File: src/rtl/spi_reg_burst.sv
// SPI-slave register bridge with burst auto-increment.
// Decodes a header (rw, width, inc, address) shifted in on SPI rises, then
// moves byte/half/word beats between the SPI host and one peripheral bus port.
module spi_reg_burst #(
    parameter int ADDR_W     = 6,
    parameter int DUMMY_BITS = 8
) (
    input  logic              clk,
    input  logic              rst_n,
    input  logic              spi_cs_n,
    input  logic              spi_clk,
    input  logic              spi_mosi,
    output logic              spi_miso,
    output logic [ADDR_W-1:0] address,
    output logic [31:0]       data_in,
    output logic [1:0]        data_write_n,
    output logic [1:0]        data_read_n,
    input  logic [31:0]       data_out,
    input  logic              data_ready,
    output logic              txn_err,
    output logic              busy
);
    localparam int HDR_BITS = 4 + ADDR_W;
    localparam int CNT_W    = 8;
    localparam logic [CNT_W-1:0] HDR_LAST   = CNT_W'(HDR_BITS - 1);
    localparam logic [CNT_W-1:0] DUMMY_LAST = CNT_W'(DUMMY_BITS - 1);

    typedef enum logic [2:0] {IDLE, HDR, WDATA, RTURN, RDATA} state_t;

    state_t            state_q, state_d;
    logic              spi_clk_q, spi_clk_d;
    logic [CNT_W-1:0]  cnt_q, cnt_d;
    logic [30:0]       shift_q, shift_d;
    logic [1:0]        w_q, w_d;
    logic              inc_q, inc_d;
    logic [ADDR_W-1:0] address_q, address_d;
    logic [31:0]       data_in_q, data_in_d;
    logic [1:0]        write_n_q, write_n_d;
    logic [1:0]        read_n_q, read_n_d;
    logic [31:0]       hold_q, hold_d;
    logic              hold_valid_q, hold_valid_d;
    logic [31:0]       out_q, out_d;
    logic              miso_q, miso_d;
    logic              txn_err_q, txn_err_d;
    logic              missed_q, missed_d;
    logic              pend_q, pend_d;

    logic              spi_rise, spi_fall;
    logic [31:0]       shift_in;
    logic [1:0]        hdr_w_raw, hdr_w;
    logic              hdr_rw, hdr_inc;
    logic [ADDR_W-1:0] hdr_addr;
    logic [CNT_W-1:0]  beat_last;
    logic [ADDR_W-1:0] step;
    logic              req_out, hdr_done, wr_done, dummy_done, first_fall, late, ready_cap;
    logic [31:0]       aligned;

    function automatic logic [31:0] beat_mask(input logic [1:0] w);
        case (w)
            2'b00:   return 32'h0000_00FF;
            2'b01:   return 32'h0000_FFFF;
            default: return 32'hFFFF_FFFF;
        endcase
    endfunction

    function automatic logic [31:0] beat_align(input logic [1:0] w, input logic [31:0] d);
        case (w)
            2'b00:   return {d[7:0], 24'h0};
            2'b01:   return {d[15:0], 16'h0};
            default: return d;
        endcase
    endfunction

    assign spi_rise   = ~spi_cs_n & spi_clk & ~spi_clk_q;
    assign spi_fall   = ~spi_cs_n & ~spi_clk & spi_clk_q;
    assign shift_in   = {shift_q, spi_mosi};
    assign hdr_rw     = shift_in[HDR_BITS-1];
    assign hdr_w_raw  = shift_in[HDR_BITS-2 -: 2];
    assign hdr_w      = (hdr_w_raw == 2'b11) ? 2'b10 : hdr_w_raw;
    assign hdr_inc    = shift_in[HDR_BITS-4];
    assign hdr_addr   = shift_in[ADDR_W-1:0];
    assign beat_last  = (w_q == 2'b00) ? CNT_W'(7) : (w_q == 2'b01) ? CNT_W'(15) : CNT_W'(31);
    assign step       = ADDR_W'(1) << w_q;
    assign req_out    = (read_n_q != 2'b11);
    assign hdr_done   = (state_q == HDR)   && spi_rise && (cnt_q == HDR_LAST);
    assign wr_done    = (state_q == WDATA) && spi_rise && (cnt_q == beat_last);
    assign dummy_done = (state_q == RTURN) && spi_rise && (cnt_q == DUMMY_LAST);
    assign first_fall = (state_q == RDATA) && spi_fall && (cnt_q == '0);
    assign late       = first_fall && !hold_valid_q;
    assign ready_cap  = data_ready && req_out;
    assign aligned    = beat_align(w_q, hold_q);

    // State register for the transfer FSM.
    always_ff @(posedge clk or negedge rst_n) begin
        if (!rst_n) state_q <= IDLE;
        else        state_q <= state_d;
    end

    // Next-state: CS high always returns to IDLE, header rw picks the data phase.
    always_comb begin
        state_d = state_q;
        if (spi_cs_n) begin
            state_d = IDLE;
        end else begin
            case (state_q)
                IDLE:    state_d = HDR;
                HDR:     if (hdr_done) state_d = hdr_rw ? WDATA : RTURN;
                RTURN:   if (dummy_done) state_d = RDATA;
                default: state_d = state_q;
            endcase
        end
    end

    // Datapath: bit counting, beat assembly, bus requests, read hold and MISO shifting.
    always_comb begin
        spi_clk_d    = spi_clk;
        cnt_d        = cnt_q;
        shift_d      = shift_q;
        w_d          = w_q;
        inc_d        = inc_q;
        address_d    = address_q;
        data_in_d    = data_in_q;
        write_n_d    = 2'b11;
        read_n_d     = read_n_q;
        hold_d       = hold_q;
        hold_valid_d = hold_valid_q;
        out_d        = out_q;
        miso_d       = miso_q;
        txn_err_d    = 1'b0;
        missed_d     = missed_q;
        pend_d       = pend_q;

        if (spi_rise) begin
            case (state_q)
                HDR: begin
                    shift_d = shift_in[30:0];
                    cnt_d   = hdr_done ? '0 : cnt_q + 1'b1;
                end
                WDATA: begin
                    shift_d = shift_in[30:0];
                    cnt_d   = wr_done ? '0 : cnt_q + 1'b1;
                end
                RTURN:   cnt_d = dummy_done ? '0 : cnt_q + 1'b1;
                RDATA:   cnt_d = (cnt_q == beat_last) ? '0 : cnt_q + 1'b1;
                default: cnt_d = cnt_q;
            endcase
        end

        if (hdr_done) begin
            w_d       = hdr_w;
            inc_d     = hdr_inc;
            address_d = hdr_addr;
            if (!hdr_rw) begin
                read_n_d     = hdr_w;
                hold_valid_d = 1'b0;
                missed_d     = 1'b0;
                pend_d       = 1'b0;
            end
        end

        if (wr_done) begin
            data_in_d = shift_in & beat_mask(w_q);
            write_n_d = w_q;
        end

        if ((write_n_q != 2'b11) && inc_q) address_d = address_q + step;

        if (pend_q && !req_out) begin
            read_n_d = w_q;
            pend_d   = 1'b0;
        end

        if (ready_cap) begin
            read_n_d = 2'b11;
            missed_d = 1'b0;
            if (!missed_q && !late) begin
                hold_d       = data_out & beat_mask(w_q);
                hold_valid_d = 1'b1;
            end
        end

        if (first_fall) begin
            if (hold_valid_q) begin
                miso_d       = aligned[31];
                out_d        = aligned << 1;
                hold_valid_d = 1'b0;
            end else begin
                txn_err_d = 1'b1;
                miso_d    = 1'b0;
                out_d     = '0;
                if (req_out && !data_ready) missed_d = 1'b1;
            end
            if (inc_q) address_d = address_q + step;
            if (!req_out || data_ready) read_n_d = w_q;
            else                        pend_d   = 1'b1;
        end else if ((state_q == RDATA) && spi_fall) begin
            miso_d = out_q[31];
            out_d  = out_q << 1;
        end

        if (spi_cs_n) begin
            cnt_d        = '0;
            read_n_d     = 2'b11;
            miso_d       = 1'b0;
            hold_valid_d = 1'b0;
            missed_d     = 1'b0;
            pend_d       = 1'b0;
        end
    end

    // Datapath registers.
    always_ff @(posedge clk or negedge rst_n) begin
        if (!rst_n) begin
            spi_clk_q    <= 1'b0;
            cnt_q        <= '0;
            shift_q      <= '0;
            w_q          <= 2'b00;
            inc_q        <= 1'b0;
            address_q    <= '0;
            data_in_q    <= '0;
            write_n_q    <= 2'b11;
            read_n_q     <= 2'b11;
            hold_q       <= '0;
            hold_valid_q <= 1'b0;
            out_q        <= '0;
            miso_q       <= 1'b0;
            txn_err_q    <= 1'b0;
            missed_q     <= 1'b0;
            pend_q       <= 1'b0;
        end else begin
            spi_clk_q    <= spi_clk_d;
            cnt_q        <= cnt_d;
            shift_q      <= shift_d;
            w_q          <= w_d;
            inc_q        <= inc_d;
            address_q    <= address_d;
            data_in_q    <= data_in_d;
            write_n_q    <= write_n_d;
            read_n_q     <= read_n_d;
            hold_q       <= hold_d;
            hold_valid_q <= hold_valid_d;
            out_q        <= out_d;
            miso_q       <= miso_d;
            txn_err_q    <= txn_err_d;
            missed_q     <= missed_d;
            pend_q       <= pend_d;
        end
    end

    assign spi_miso     = miso_q;
    assign address      = address_q;
    assign data_in      = data_in_q;
    assign data_write_n = write_n_q;
    assign data_read_n  = read_n_q;
    assign txn_err      = txn_err_q;
    assign busy         = (state_q != IDLE) || req_out;

endmodule

File: config.mk
export PLATFORM = sky130hd
export DESIGN_NAME = spi_reg_burst
export DESIGN_NICKNAME = d
export VERILOG_FILES = /design/src/rtl/spi_reg_burst.sv
export SDC_FILE = /design/constraint.sdc
export NUM_CORES = 1
export LEC_CHECK = 0
export CAP_MARGIN = 30
export CORE_MARGIN = 10
export CORE_UTILIZATION = 45
export DETAILED_ROUTE_END_ITERATION = 10
export PLACE_DENSITY = 0.65
export SYNTH_ARGS = -nofsm -noshare
export SYNTH_HDL_FRONTEND = slang
export SYNTH_SLANG_ARGS = --single-unit
File: constraint.sdc
create_clock -name clk -period 4.3 [get_ports clk]
set_input_delay 0.645 -clock clk [delete_from_list [all_inputs] [get_ports clk]]
set_output_delay 0.645 -clock clk [all_outputs]
set_load 0.05 [all_outputs]
# ---- Word level (Yosys, flattened, before mapping)
# Index checks and enable logic that the tools add are counted.
dict set report totals {
  register_bits 157
  mem_count 0
  ramBits 0
  rom_bits 0
  latch_bits 0
}
dict set report classes {
  n_mul 0
  n_mux 61
  n_addsub 2
  n_shift 1
  eq_ne 13
  reduce_logical 35
  order_cmp 0
  n_bitwise 9
  div 0
}
# operator n
set ops {}
lappend ops {{$mux 32} 6}
lappend ops {{$pmux 32 s2} 2}
lappend ops {{$and 32x32->32} 2}
lappend ops {{$mux 8} 6}
lappend ops {{$pmux 8 s4} 1}
lappend ops {{$mux 1} 27}
lappend ops {{$mux 6} 4}
lappend ops {{$mux 2} 9}
lappend ops {{$logic_and 1x1->1} 14}
lappend ops {{$mux 5} 2}
lappend ops {{$mux 3} 3}
lappend ops {{$pmux 3 s3} 1}
lappend ops {{$add 8x1->8 const B} 1}
lappend ops {{$eq 8x3->1 const B} 1}
lappend ops {{$eq 8x4->1 const B} 1}
lappend ops {{$eq 8x5->1} 1}
lappend ops {{$logic_not 8->1} 1}
lappend ops {{$add 6x6->6} 1}
lappend ops {{$eq 3x2->1 const B} 2}
lappend ops {{$ne 3x3->1 const B} 2}
lappend ops {{$reduce_and 2->1} 3}
lappend ops {{$reduce_bool 3->1} 2}
lappend ops {{$shl 1x2->6 const A} 1}
lappend ops {{$logic_not 1->1} 5}
lappend ops {{other kinds (15)} 23}

# ---- Logic depth before layout (Yosys ltp)
dict set report depth {
  word_depth 13
  ltp_mapped 10
}

# ---- Worst setup path before layout
# OpenSTA, ideal clock, no wires.
dict set report synth_path {
  kind {register -> register}
  start {register w_q[1]}
  end {register address_q[4] (netlist: address[4])}
  arrival_time_ns 2.112
  stages_incl_launch_ff 10
  path_slack_ns 2.069
  path_buffers 3
  path_cell_list {dfrtp_1 -> clkbuf_1 -> clkbuf_1 -> clkbuf_1 -> and2_1 -> ha_1 -> a21oi_1 -> o21ai_0 -> o21a_1 -> o21a_1}
}
dict set report synth_between {
  elab_chain_len 5
}
# element line_no
set synth_lines {}
lappend synth_lines {{start, declared} 34} ;# logic [1:0] w_q, w_d;
lappend synth_lines {{start signal, assigned} 234} ;# w_q <= w_d;
lappend synth_lines {{$shl 1x2->6 *} 83} ;# assign step = ADDR_W'(1) << w_q;
lappend synth_lines {{$add 6x6->6 *} {166, 193}}
lappend synth_lines {{$mux 6} 166} ;# if ((write_n_q != 2'b11) && inc_q) address_d = address_q + step;
lappend synth_lines {{$mux 6} 193} ;# if (inc_q) address_d = address_q + step;
lappend synth_lines {{$mux 6 *} 182} ;# if (first_fall) begin
lappend synth_lines {{named net address_d[4]} 36} ;# logic [ADDR_W-1:0] address_q, address_d;
lappend synth_lines {{end signal, assigned} 236} ;# address_q <= address_d;
lappend synth_lines {{end, declared} 36}
# The timed path passes the listed nets; every way through them passes the cells marked *.
# A chain may end at the register's enable or synchronous reset.

# ---- Worst setup path after layout
dict set report layout_path {
  start {input spi_cs_n}
  end {register out_q[18]}
}
dict set report layout_between {
  elab_chain_len 6
}
# element line_no
set layout_lines {}
lappend layout_lines {{start, declared} 10} ;# input logic spi_cs_n,
lappend layout_lines {{$not 1->1 *} 75} ;# assign spi_fall = ~spi_cs_n & ~spi_clk & spi_clk_q;
lappend layout_lines {{$and 1x1->1 * (2 in a row)} 75}
lappend layout_lines {{$logic_and 1x1->1 *} {88, 196}}
lappend layout_lines {{$logic_and 1x1->1} 88} ;# assign first_fall = (state_q == RDATA) && spi_fall && (cnt_q == '0);
lappend layout_lines {{$mux 32 or $reduce_bool 2->1 (tied branches)} -}
lappend layout_lines {{end signal, assigned} 242} ;# out_q <= out_d;
lappend layout_lines {{end, declared} 42} ;# logic [31:0] out_q, out_d;
# Every way passes the cells marked *; elsewhere a longest branch is shown, timed or not.

==> impl_metrics.json <==
{
  "grt_pass1_wl_um": 30100,
  "drive_gt1_share_pct": 9.39,
  "vias": 5439,
  "yosys_warnings": 0,
  "die_area_mm2": 0.0214,
  "rr_worst_depth": 6,
  "ys_types": 60,
  "hold_viol_final": 0,
  "fin_crit_ps": 2880,
  "fin_cells": 1015,
  "rows": 46,
  "drv_cap": 0,
  "run_status": "finished, final reports clean",
  "antenna_found_initial": 0,
  "nets": 830,
  "cts_setup_buffers": 0,
  "rsz0062_at_grt": "false",
  "hold_class": "in -> async",
  "synth-simple-area-share_pct": 18.5,
  "setup_viol": 0,
  "cp-start-kind": "primary input",
  "stdcell_area_mm2": 0.00873,
  "synthXorXnorAreaFrac_pct": 0.489,
  "fin_skew_ps": 10.0,
  "clock_path_buffers": 2,
  "dr.first_iter.drc_count": 448,
  "cts-root-buf": "clkbuf_16",
  "ir_drop_mv": 0.278,
  "cts.sinks": 156,
  "antenna_left": 0,
  "synth_area_mm2": 0.00717,
  "grt_pass1_vias": 5687,
  "cts_tree": "built",
  "wl_per_cell_um": 17.3,
  "syn_area_per_cell_um2": 9.91,
  "ys.flop_type": "dfrtp_1",
  "final_common_cell": "nand2_1",
  "place_area_mm2": 0.00812,
  "cp-startpoint": "spi_cs_n",
  "grtUsageMet1_pct": 22.5,
  "synth_compound_area_share_pct": 13.6,
  "clk_pin_slew_ps": 60,
  "ys_async_sr_fraction_pct": 100,
  "path_class": "in -> reg",
  "period_share_pct": 67.0,
  "tightestPinTransition_ps": 903,
  "use_met2_pct": 26.7,
  "yosys-top-cells-area": "dfrtp_1, nand2_1, mux2_1, o21ai_0, nor2_1",
  "cellPowerDensity_mw_per_mm2": 374,
  "timing.rr.start": "w_q[0]$_DFFE_PN0N_",
  "die_w_um": 146,
  "syn_nets": 767,
  "post-route-drc-count": 0,
  "worst_hold_slack_ps": 288,
  "drv_slew": 0,
  "worstSetupEndpointType": "flip-flop",
  "dr.pass1.iters": 7,
  "synth.top_cell.area_share_pct": 53.1,
  "h-tree-depth": 4,
  "port_buffers": 82,
  "ys_seq_area_share_pct": 54.5,
  "syn-instance-count": 723,
  "synth_edf_count": 0,
  "yosys_register_bits": 156,
  "final_cell_mix": "nand2_1, dfrtp_1, clkdlybuf4s50_1",
  "grt-ovfl-total": 0,
  "rrSetupSlack_ps": 1630,
  "synth_top_family_by_area": "simple AND/OR/NAND/NOR gates",
  "routabilityCongestion": 0.844,
  "crit_required_ps": 4640,
  "muxShareOfSynthArea_pct": 7.87,
  "cts_resized": 0,
  "dp.cells": 983,
  "ctsHoldBuffers": 0,
  "relSlewSlack_pct": 39.8,
  "n_fill_cell": 1386,
  "core_mm2": 0.0158,
  "max_freq_ghz": 0.347,
  "cts_made_buffers": 17,
  "yosys.area_share.adder_pct": 1.05,
  "initial_utilization_pct": 45.4,
  "areaGrowthSynthToFinish_pct": 21.8,
  "synth_area_leader_cell": "dfrtp_1",
  "fin_util_pct": 55.3,
  "cp.arrival_ps": 3230,
  "timing.rr.end": "data_in[22]$_DFFE_PN0P_",
  "die-height_um": 146,
  "diodes": 0,
  "tns_ps": 0,
  "worstPathMaxFanout": 24,
  "grt_max_degree": 97,
  "dp_hpwl_um": 11900,
  "use_met3_pct": 4.88,
  "grt_util_all_layers_pct": 17.0,
  "vias_per_cell": 5.36,
  "busiest_layer": "met2",
  "leakage_nw": 4.13,
  "clkLatencyLatePin_ps": 420,
  "drt-total-wl_um": 17600,
  "pin_count": 83
}
-- cells by family (layout without fill, tap and decap cells) --
| logic type | count (synthesis) | in the layout |
|---|---|---|
| and+or+nand+nor | 292 | 292 |
| AOI/OAI and AO/OA | 156 | 156 |
| DFF | 156 | 156 |
| buffers and inverters | 58 | 134 |
| muxes | 51 | 51 |
| adders and majority gates | 6 | 6 |
| xor gates and xnor gates | 4 | 4 |
-- registers in the layout, summed over array words and instances (netlist names), 3 cells and up --
signal,count
address,6
data_in,32
cnt_q,8
hold_q,32
shift_q,31
state_q,3
out_q,31
-- report_power, final --
part | switching [mW] | internal, mW
Combinational | 0.0805 | 0.0747
Sequential | 0.0641 | 1.52
Clock | 0.623 | 0.900
-- metal layers --
metal	share of wire, %	wire length, µm	vias up
met5	0	0	-
met4	0.91	160	0
met3	4.5	795	13
met2	48	8410	116
met1	47	8240	2711
li1	-	-	2599
-- cell usage after synthesis, drive strengths merged (4+ instances only) --
cell type,n
clkbuf,22
nand2b,6
nand3,29
ha,6
mux2,43
nand2,168
o21ai,67
nor4b,4
nor3,6
and3,4
o22ai,10
a21oi,43
a31oi,6
dfstp,4
buf,27
nor2b,6
a22oi,9
a211oi,4
mux2i,8
inv,9
nor2,49
dfrtp,152
nand4,5
-- area by class of cell --
type / instances / area (µm²) / area share, %
tap: 216 / 270 / 3.10
inverter: 9 / 33.8 / 0.387
clock buffer: 19 / 453 / 5.19
multi-input combinational: 509 / 2980 / 34.2
timing repair buffer: 93 / 925 / 10.6
clock inverter: 13 / 151 / 1.74
sequential: 156 / 3910 / 44.8
-- through the flow --
step,setup slack [ps],power (mW)
floorplan,2070,1.66
CTS,1460,3.30
global route,1100,3.39
finish,1420,3.26
global placement,1150,1.76
detailed placement,1040,1.77
-- worst max-delay path: stages --
cell	delay, ps
clkdlybuf4s50_1	660
nor2b_1	330
and2_1	180
and3_1	230
and3_1	780
a22oi_1	180
a21oi_1	210
-- worst max path at each step --
stage	to	slack, ps	cells past startpoint
3_5_place_dp	out_q[18]$_DFFE_PN0P_	1040	7
5_1_grt	out_q[18]$_DFFE_PN0P_	1100	7
6_report	out_q[18]$_DFFE_PN0P_	1420	7
3_3_place_gp	out_q[20]$_DFFE_PN0P_	1150	7
4_1_cts	out_q[18]$_DFFE_PN0P_	1460	7
2_1_floorplan	address[4]$_DFF_PN0_	2070	9
(Power assumes the default switching activity.)
